$ cat src/rtl/gshare_if.sv
// Bundles the fetch-side predict port and the resolve-side train port of the branch predictor.
// No logic and no latency; it only groups signals.
// No backpressure: the predictor accepts every predict and update request in the cycle it is presented.
//
// Ports (as seen by the predictor, slave modport):
//   pcF, branchF, stallF         fetch-stage request
//   predict_takenF, ghr_snapF    combinational prediction and history snapshot
//   update_en, update_pc, update_taken, update_snap, mispredict   resolved-branch training
//   ready                        PHT initialisation complete
interface gshare_if #(
    parameter int HIST_W = 4
);
    logic [31:0]       pcF;
    logic              branchF;
    logic              stallF;
    logic              predict_takenF;
    logic [HIST_W-1:0] ghr_snapF;
    logic              update_en;
    logic [31:0]       update_pc;
    logic              update_taken;
    logic [HIST_W-1:0] update_snap;
    logic              mispredict;
    logic              ready;

    // Pipeline side
    modport master (
        output pcF, branchF, stallF,
        output update_en, update_pc, update_taken, update_snap, mispredict,
        input  predict_takenF, ghr_snapF, ready
    );

    // Predictor side
    modport slave (
        input  pcF, branchF, stallF,
        input  update_en, update_pc, update_taken, update_snap, mispredict,
        output predict_takenF, ghr_snapF, ready
    );
endinterface

$ cat src/rtl/gshare_predictor.sv
// Global-history branch predictor: speculative GHR plus a PHT of saturating counters, swept to weakly-not-taken after reset.
// Prediction is combinational (0 cycles); training and GHR updates land at the next clk edge.
// No backpressure: every request is accepted; ready is low during the DEPTH-cycle init sweep, when predictions read 0.
//
// Ports: clk, rst (synchronous, active-low), bp (gshare_if.slave: fetch predict port, resolve/train port, ready).
// Build option: define GSHARE_XOR_EN for the XOR-hashed (gshare) index; left undefined the index is the
// gselect concatenation {history, pc bits}.
module gshare_predictor #(
    parameter int INDEX_W = 6,
    parameter int HIST_W  = 4,   // 1..INDEX_W
    parameter int CNT_W   = 2    // 1..4
) (
    input  logic    clk,
    input  logic    rst,
    gshare_if.slave bp
);
    localparam int                 DEPTH    = 1 << INDEX_W;
    localparam logic [CNT_W-1:0]   CNT_MAX  = {CNT_W{1'b1}};
    localparam logic [CNT_W-1:0]   CNT_INIT = CNT_W'((1 << (CNT_W - 1)) - 1);
    localparam logic [INDEX_W-1:0] LAST_IDX = INDEX_W'(DEPTH - 1);

    typedef enum logic {
        ST_INIT = 1'b0,
        ST_RUN  = 1'b1
    } state_t;

    state_t             state_q, state_d;
    logic [INDEX_W-1:0] init_cnt_q, init_cnt_d;
    logic [HIST_W-1:0]  ghr_q, ghr_d;
    logic [CNT_W-1:0]   pht_q [DEPTH];

    logic               pht_we;
    logic [INDEX_W-1:0] pht_waddr;
    logic [CNT_W-1:0]   pht_wdat;

    logic               ready;
    logic               predict_taken;
    logic [INDEX_W-1:0] fetch_idx;
    logic [INDEX_W-1:0] upd_idx;

    // Only the word-index bits of the PCs feed the table.
    logic unused_pc_bits;
    assign unused_pc_bits = ^{bp.pcF[31:INDEX_W+2], bp.pcF[1:0],
                              bp.update_pc[31:INDEX_W+2], bp.update_pc[1:0]};

    // PHT index from word-address bits and a history value.
    function automatic logic [INDEX_W-1:0] pht_idx(input logic [INDEX_W-1:0] pc_bits,
                                                   input logic [HIST_W-1:0]  hist);
        logic [INDEX_W-1:0] hist_x;
        hist_x = '0;
        hist_x[HIST_W-1:0] = hist;
`ifdef GSHARE_XOR_EN
        return pc_bits ^ hist_x;
`else
        // History in the top HIST_W bits, low pc bits below; the mask is empty when HIST_W==INDEX_W.
        return (hist_x << (INDEX_W - HIST_W)) | (pc_bits & ({INDEX_W{1'b1}} >> HIST_W));
`endif
    endfunction

    // Shift a new outcome into the LSB; written without part-selects so HIST_W=1 works.
    function automatic logic [HIST_W-1:0] hist_push(input logic [HIST_W-1:0] hist,
                                                    input logic              bit_in);
        logic [HIST_W-1:0] h;
        h    = hist << 1;
        h[0] = bit_in;
        return h;
    endfunction

    function automatic logic [CNT_W-1:0] sat_next(input logic [CNT_W-1:0] cnt,
                                                  input logic             taken);
        if (taken) begin
            return (cnt == CNT_MAX) ? cnt : cnt + 1'b1;
        end
        return (cnt == '0) ? cnt : cnt - 1'b1;
    endfunction

    assign ready     = (state_q == ST_RUN);
    assign fetch_idx = pht_idx(bp.pcF[INDEX_W+1:2], ghr_q);
    assign upd_idx   = pht_idx(bp.update_pc[INDEX_W+1:2], bp.update_snap);

    // Reads the registered table, so a same-cycle update to this entry is not visible yet.
    assign predict_taken     = bp.branchF & ready & pht_q[fetch_idx][CNT_W-1];
    assign bp.predict_takenF = predict_taken;
    assign bp.ghr_snapF      = ghr_q;
    assign bp.ready          = ready;

    always_comb begin
        state_d    = state_q;
        init_cnt_d = init_cnt_q;
        ghr_d      = ghr_q;
        pht_we     = 1'b0;
        pht_waddr  = init_cnt_q;
        pht_wdat   = CNT_INIT;

        case (state_q)
            ST_INIT: begin
                // One entry per cycle; updates are dropped and history stays cleared.
                pht_we     = 1'b1;
                init_cnt_d = init_cnt_q + 1'b1;
                ghr_d      = '0;
                if (init_cnt_q == LAST_IDX) begin
                    state_d = ST_RUN;
                end
            end
            ST_RUN: begin
                if (bp.update_en) begin
                    pht_we    = 1'b1;
                    pht_waddr = upd_idx;
                    pht_wdat  = sat_next(pht_q[upd_idx], bp.update_taken);
                end
                // Recovery wins: the Fetch instruction is on the wrong path and gets flushed.
                if (bp.update_en && bp.mispredict) begin
                    ghr_d = hist_push(bp.update_snap, bp.update_taken);
                end else if (bp.branchF && !bp.stallF) begin
                    ghr_d = hist_push(ghr_q, predict_taken);
                end
            end
            default: begin
                state_d = ST_INIT;
            end
        endcase
    end

    always_ff @(posedge clk) begin
        if (!rst) begin
            state_q    <= ST_INIT;
            init_cnt_q <= '0;
            ghr_q      <= '0;
        end else begin
            state_q    <= state_d;
            init_cnt_q <= init_cnt_d;
            ghr_q      <= ghr_d;
        end
    end

    // Table contents need no reset value: the init sweep rewrites every entry.
    always_ff @(posedge clk) begin
        if (rst && pht_we) begin
            pht_q[pht_waddr] <= pht_wdat;
        end
    end
endmodule
$ cat src/flat_wrapper.sv
// flat-port wrapper written by rule: the top's interface ports become plain ports
module gshare_predictor_flat 
#(
    parameter int INDEX_W = 6,
    parameter int HIST_W  = 4,                
    parameter int CNT_W   = 2           
)
  (clk, rst, bp_pcF, bp_branchF, bp_stallF, bp_update_en, bp_update_pc, bp_update_taken, bp_update_snap, bp_mispredict, bp_predict_takenF, bp_ghr_snapF, bp_ready);
  gshare_if #(.HIST_W(HIST_W)) bp_i ();
  input  logic clk;
  input  logic rst;
  input wire logic [$bits(bp_i.pcF)-1:0] bp_pcF;
  input wire logic [$bits(bp_i.branchF)-1:0] bp_branchF;
  input wire logic [$bits(bp_i.stallF)-1:0] bp_stallF;
  input wire logic [$bits(bp_i.update_en)-1:0] bp_update_en;
  input wire logic [$bits(bp_i.update_pc)-1:0] bp_update_pc;
  input wire logic [$bits(bp_i.update_taken)-1:0] bp_update_taken;
  input wire logic [$bits(bp_i.update_snap)-1:0] bp_update_snap;
  input wire logic [$bits(bp_i.mispredict)-1:0] bp_mispredict;
  output wire logic [$bits(bp_i.predict_takenF)-1:0] bp_predict_takenF;
  output wire logic [$bits(bp_i.ghr_snapF)-1:0] bp_ghr_snapF;
  output wire logic [$bits(bp_i.ready)-1:0] bp_ready;
  assign bp_i.pcF = bp_pcF;
  assign bp_i.branchF = bp_branchF;
  assign bp_i.stallF = bp_stallF;
  assign bp_i.update_en = bp_update_en;
  assign bp_i.update_pc = bp_update_pc;
  assign bp_i.update_taken = bp_update_taken;
  assign bp_i.update_snap = bp_update_snap;
  assign bp_i.mispredict = bp_mispredict;
  assign bp_predict_takenF = bp_i.predict_takenF;
  assign bp_ghr_snapF = bp_i.ghr_snapF;
  assign bp_ready = bp_i.ready;
  gshare_predictor #(.INDEX_W(INDEX_W), .HIST_W(HIST_W), .CNT_W(CNT_W)) u_core (.clk(clk), .rst(rst), .bp(bp_i));
endmodule
$ cat config.mk
export PLATFORM = sky130hd
export DESIGN_NAME = gshare_predictor_flat
export DESIGN_NICKNAME = d
export VERILOG_FILES = /design/src/rtl/gshare_if.sv /design/src/rtl/gshare_predictor.sv /design/src/flat_wrapper.sv
export SDC_FILE = /design/constraint.sdc
export NUM_CORES = 1
export LEC_CHECK = 0
export ABC_AREA = 0
export CAP_MARGIN = 20
export CORE_UTILIZATION = 45
export CTS_CLUSTER_DIAMETER = 30
export DETAILED_ROUTE_END_ITERATION = 12
export GPL_TIMING_DRIVEN = 0
export PLACE_DENSITY = 0.67
export SKIP_LAST_GASP = 1
export SYNTH_ARGS = -nofsm -noshare
export SYNTH_HDL_FRONTEND = slang
export SYNTH_SLANG_ARGS = --single-unit
$ cat constraint.sdc
create_clock -name clk -period 6.6 [get_ports clk]
set_input_delay 0.66 -clock clk [delete_from_list [all_inputs] [get_ports clk]]
set_output_delay 0.66 -clock clk [all_outputs]
set_load 0.03 [all_outputs]
==> impl_results.md <==
* Result of the run: finished, final reports clean
* Number of sinks on the clock net at 139
* Slew Viols, Final at 0
* Antenna Violating Nets Remaining at 0
* Path type of the worst setup path: input port to primary output
* Fraction of final layout cells sized beyond drive strength 1 at 18.3%
* Area growth from synthesis to final layout at 15.0%
* Crit Reg-Reg Endpoint: u_core.pht_q[27][0]
* DRT Wirelength at 16,300 um
* Worst Path Arrival at 3.60 ns
* Library cell with the highest instance count after synthesis: sky130_fd_sc_hd__edfxtp_1
* Unique cell type count in the Yosys netlist at 42
* Final core utilization at 53.6%
* Total grt overflow at 0
* Pin count of the biggest net entering global routing at 41
* Design Power at 0.00197 W
* Finish-stage setup viols at 0
* GPL Wtd Cong at 0.852
* WL per Instance at 24.8 um
* Vias per Instance at 6.26
* Number of warnings reported in the yosys synthesis log at 0
* # rows at 43
* Area share of the largest cell type after synthesis at 58.7%
* Part of the cycle the worst path needs at 64.5%
* Combined global-route utilization of all metal layers at 23.6%
* Most frequent cells after synthesis: sky130_fd_sc_hd__edfxtp_1 (128), sky130_fd_sc_hd__nor2_1 (68), sky130_fd_sc_hd__mux4_2 (43)
* Met2 layer wire length in the routed design at 7980 um
* Uppermost signal routing layer after detailed routing: met4
* Core ar. at 14,000 um2
* Sequential cell area fraction in the yosys report at 62.1%
* Clock Path Buffers at 2
* Iteration-0 DRC count of the detailed router at 441
* Hold_sp: u_core.init_cnt_q[0]
* Clock buffers created by TritonCTS at 17
* Endpoint with the worst hold slack: u_core.init_cnt_q[0]
* Critical path data required time at 5.94 ns
* IR Drop Worst-Case VDD at 0.000157 V
* FF-to-FF setup slack at 3.56 ns
* Root Buffer: sky130_fd_sc_hd__clkbuf_16
* Highest clock rate at 0.235 GHz
* Total of max-cap violations at 0
* Hold crit path type: register to register
* CTS tree: yes
* Cells resized by post-CTS repair at 0
* Number of antenna violations at the first check in global routing at 0
* Clk slew on worst S/H paths at 0.06 ns
* Met1 WL at 6580 um
* Setup TNS at 0 ns
* Post-synthesis sequential element count at 139
* Count of buffers added by post-CTS timing repair for setup at 0
* Proportion of register bits with asynchronous set or reset after synthesis at 0%
* Net count reported at finish at 539
* LEAKAGE at 2.49 nW
* Die boundary width at 123 um
* Setup repair after global routing missed its margin: no
* Total nets after synthesis at 505
* Power density relative to cell area at 261 nW/um2
* Level count of the clock H-tree at 4
* Type of element launching the critical path: input port
* Initial Util at 46.6%
* Syn Std Cell Area at 6550 um2
* Max FO, Critical Path at 10
* Latest clock arrival within the worst-skew pair at 0.43 ns
* Actual slew at the worst max-slew pin at 0.916 ns
* Vias in the first global route at 4,043
* IO Pins at 81
* CP endpoint kind: primary output
* Antenna diodes at 0
* EDFF count, synth at 128
* Wire length of the first global-routing pass at 24,400 um
* Mean post-synth cell area at 15.3 um2
* Hold-fix buffers, CTS at 0
* Dominant cell type by area after synthesis: sky130_fd_sc_hd__edfxtp_1
* Final HPWL from detailed placement at 10,700 um
* Worst-case headroom to the max-slew limit at 38.9%
* Remaining DRCs at 0
* Startpoint of the worst-slack reg-to-reg timing path: u_core.pht_q[44][0]
* Fin crit period at 4.26 ns
* Die Y-Extent at 123 um
* Total count of hold-check failures in the final report at 0
* Number of cells traversed by the worst hold path at 2
* Reg2reg path depth at 7
* Area of the die at 15,000 um2
* Vias after detailed routing at 4,105
* Cell types occupying the most area after synthesis: sky130_fd_sc_hd__edfxtp_1 (59%), sky130_fd_sc_hd__mux4_2 (15%), sky130_fd_sc_hd__nor2_1 (3.9%)
* Final setup skew at 0.0176 ns
* Post-synth top flop: sky130_fd_sc_hd__edfxtp_1
* Number of instances in the synthesized netlist at 429
* Count of input and output buffers at 13
* Number of optimization iterations in the first detailed-route pass at 7
* Met3 routed WL at 1250 um
critical path, cell delays in order:
cell and delay (ns):
sky130_fd_sc_hd__clkbuf_1 0.38, sky130_fd_sc_hd__buf_1 0.68, sky130_fd_sc_hd__mux4_2 0.43, sky130_fd_sc_hd__mux4_2 0.54
sky130_fd_sc_hd__mux2i_1 0.18, sky130_fd_sc_hd__o22ai_1 0.12, sky130_fd_sc_hd__clkdlybuf4s50_1 0.60
kinds of logic (layout without fill, tap and decap cells):
logic type | Yosys count | count (layout) | share of synthesized area [%]
AND/OR/NAND/NOR | 147 | 147 | 10.5
flip-flops | 139 | 139 | 62.1
multiplexers | 56 | 56 | 19.0
AO/OA/AOI/OAI | 52 | 52 | 5.35
buffers and inverters | 29 | 76 | 2.22
XOR/XNOR | 4 | 4 | 0.535
adder cells (fa/ha/maj) | 2 | 2 | 0.344
cell usage in the layout (no fill, tap or decap), types with 4 or more instances in the layout:
| master | count |
|---|---|
| sky130_fd_sc_hd__edfxtp_1 | 128 |
| sky130_fd_sc_hd__nor2_1 | 67 |
| sky130_fd_sc_hd__mux4_2 | 43 |
| sky130_fd_sc_hd__nand2_1 | 28 |
| sky130_fd_sc_hd__a22oi_1 | 18 |
| sky130_fd_sc_hd__clkbuf_1 | 17 |
| sky130_fd_sc_hd__clkbuf_16 | 17 |
| sky130_fd_sc_hd__a21oi_1 | 13 |
| sky130_fd_sc_hd__clkdlybuf4s50_1 | 13 |
| sky130_fd_sc_hd__nand3_1 | 12 |
| sky130_fd_sc_hd__nor2b_1 | 12 |
| sky130_fd_sc_hd__dfxtp_1 | 11 |
| sky130_fd_sc_hd__mux4_1 | 9 |
| sky130_fd_sc_hd__and2_1 | 7 |
| sky130_fd_sc_hd__nand3b_1 | 5 |
| sky130_fd_sc_hd__nand2b_1 | 5 |
| sky130_fd_sc_hd__clkinv_2 | 5 |
| sky130_fd_sc_hd__buf_2 | 4 |
| sky130_fd_sc_hd__mux2i_1 | 4 |
| sky130_fd_sc_hd__inv_1 | 4 |
| sky130_fd_sc_hd__o21ai_0 | 4 |
| sky130_fd_sc_hd__xnor2_1 | 4 |
registers in the layout, summed over array words and instances (netlist names):
register / flops
u_core.pht_q: 128
u_core.bp.ghr_snapF: 4
u_core.bp.ready: 1
u_core.init_cnt_q: 6
where the power goes:
part           total (W)  leakage, nW  internal, W  switching (W)
registers       0.000955         1.41     0.000951     0.00000346
clock network   0.000909        0.274     0.000553       0.000356
logic           0.000104        0.808    0.0000426      0.0000617
area by class of cell:
type                            instances  area (um2)
Buffer                                 25         130
Clock buffer                           20         437
Clock inverter                         12         126
Fill cell                            1106        6510
Inverter                                4        15.0
Multi-Input combinational cell        261        2360
Sequential cell                       139        4060
Tap cell                              180         225
Timing Repair Buffer                   15         178
layer usage:
layer / up-vias / global-route usage [%]
met3: 38 / 6.09
met2: 208 / 37.5
met5: - / 0
li1: 1765 / -
met1: 2094 / 30.8
met4: 0 / 10.2
worst max-delay path by stage:
| stage | startpoint | end | depth (start not counted) |
|---|---|---|---|
| 6_report | bp_pcF[3] | bp_predict_takenF | 7 |
| 5_1_grt | bp_pcF[3] | bp_predict_takenF | 7 |
| 4_1_cts | bp_pcF[3] | bp_predict_takenF | 7 |
| 3_5_place_dp | bp_pcF[3] | bp_predict_takenF | 7 |
| 3_3_place_gp | bp_update_pc[3] | u_core.pht_q[2][0] | 8 |
| 2_1_floorplan | bp_update_pc[2] | u_core.pht_q[0][0] | 8 |
through the flow:
stage	hold slack [ns]	worst slack (ns)	area [um2]	std cells
finish	0.565	2.34	7530	656
CTS	0.567	2.30	7530	656
floorplan	0.518	2.13	6550	429
global route	0.596	2.16	7530	656
global placement	0.553	0.117	6900	622
detailed placement	0.555	2.33	6970	624
Power figures use the tool's default switching activity.
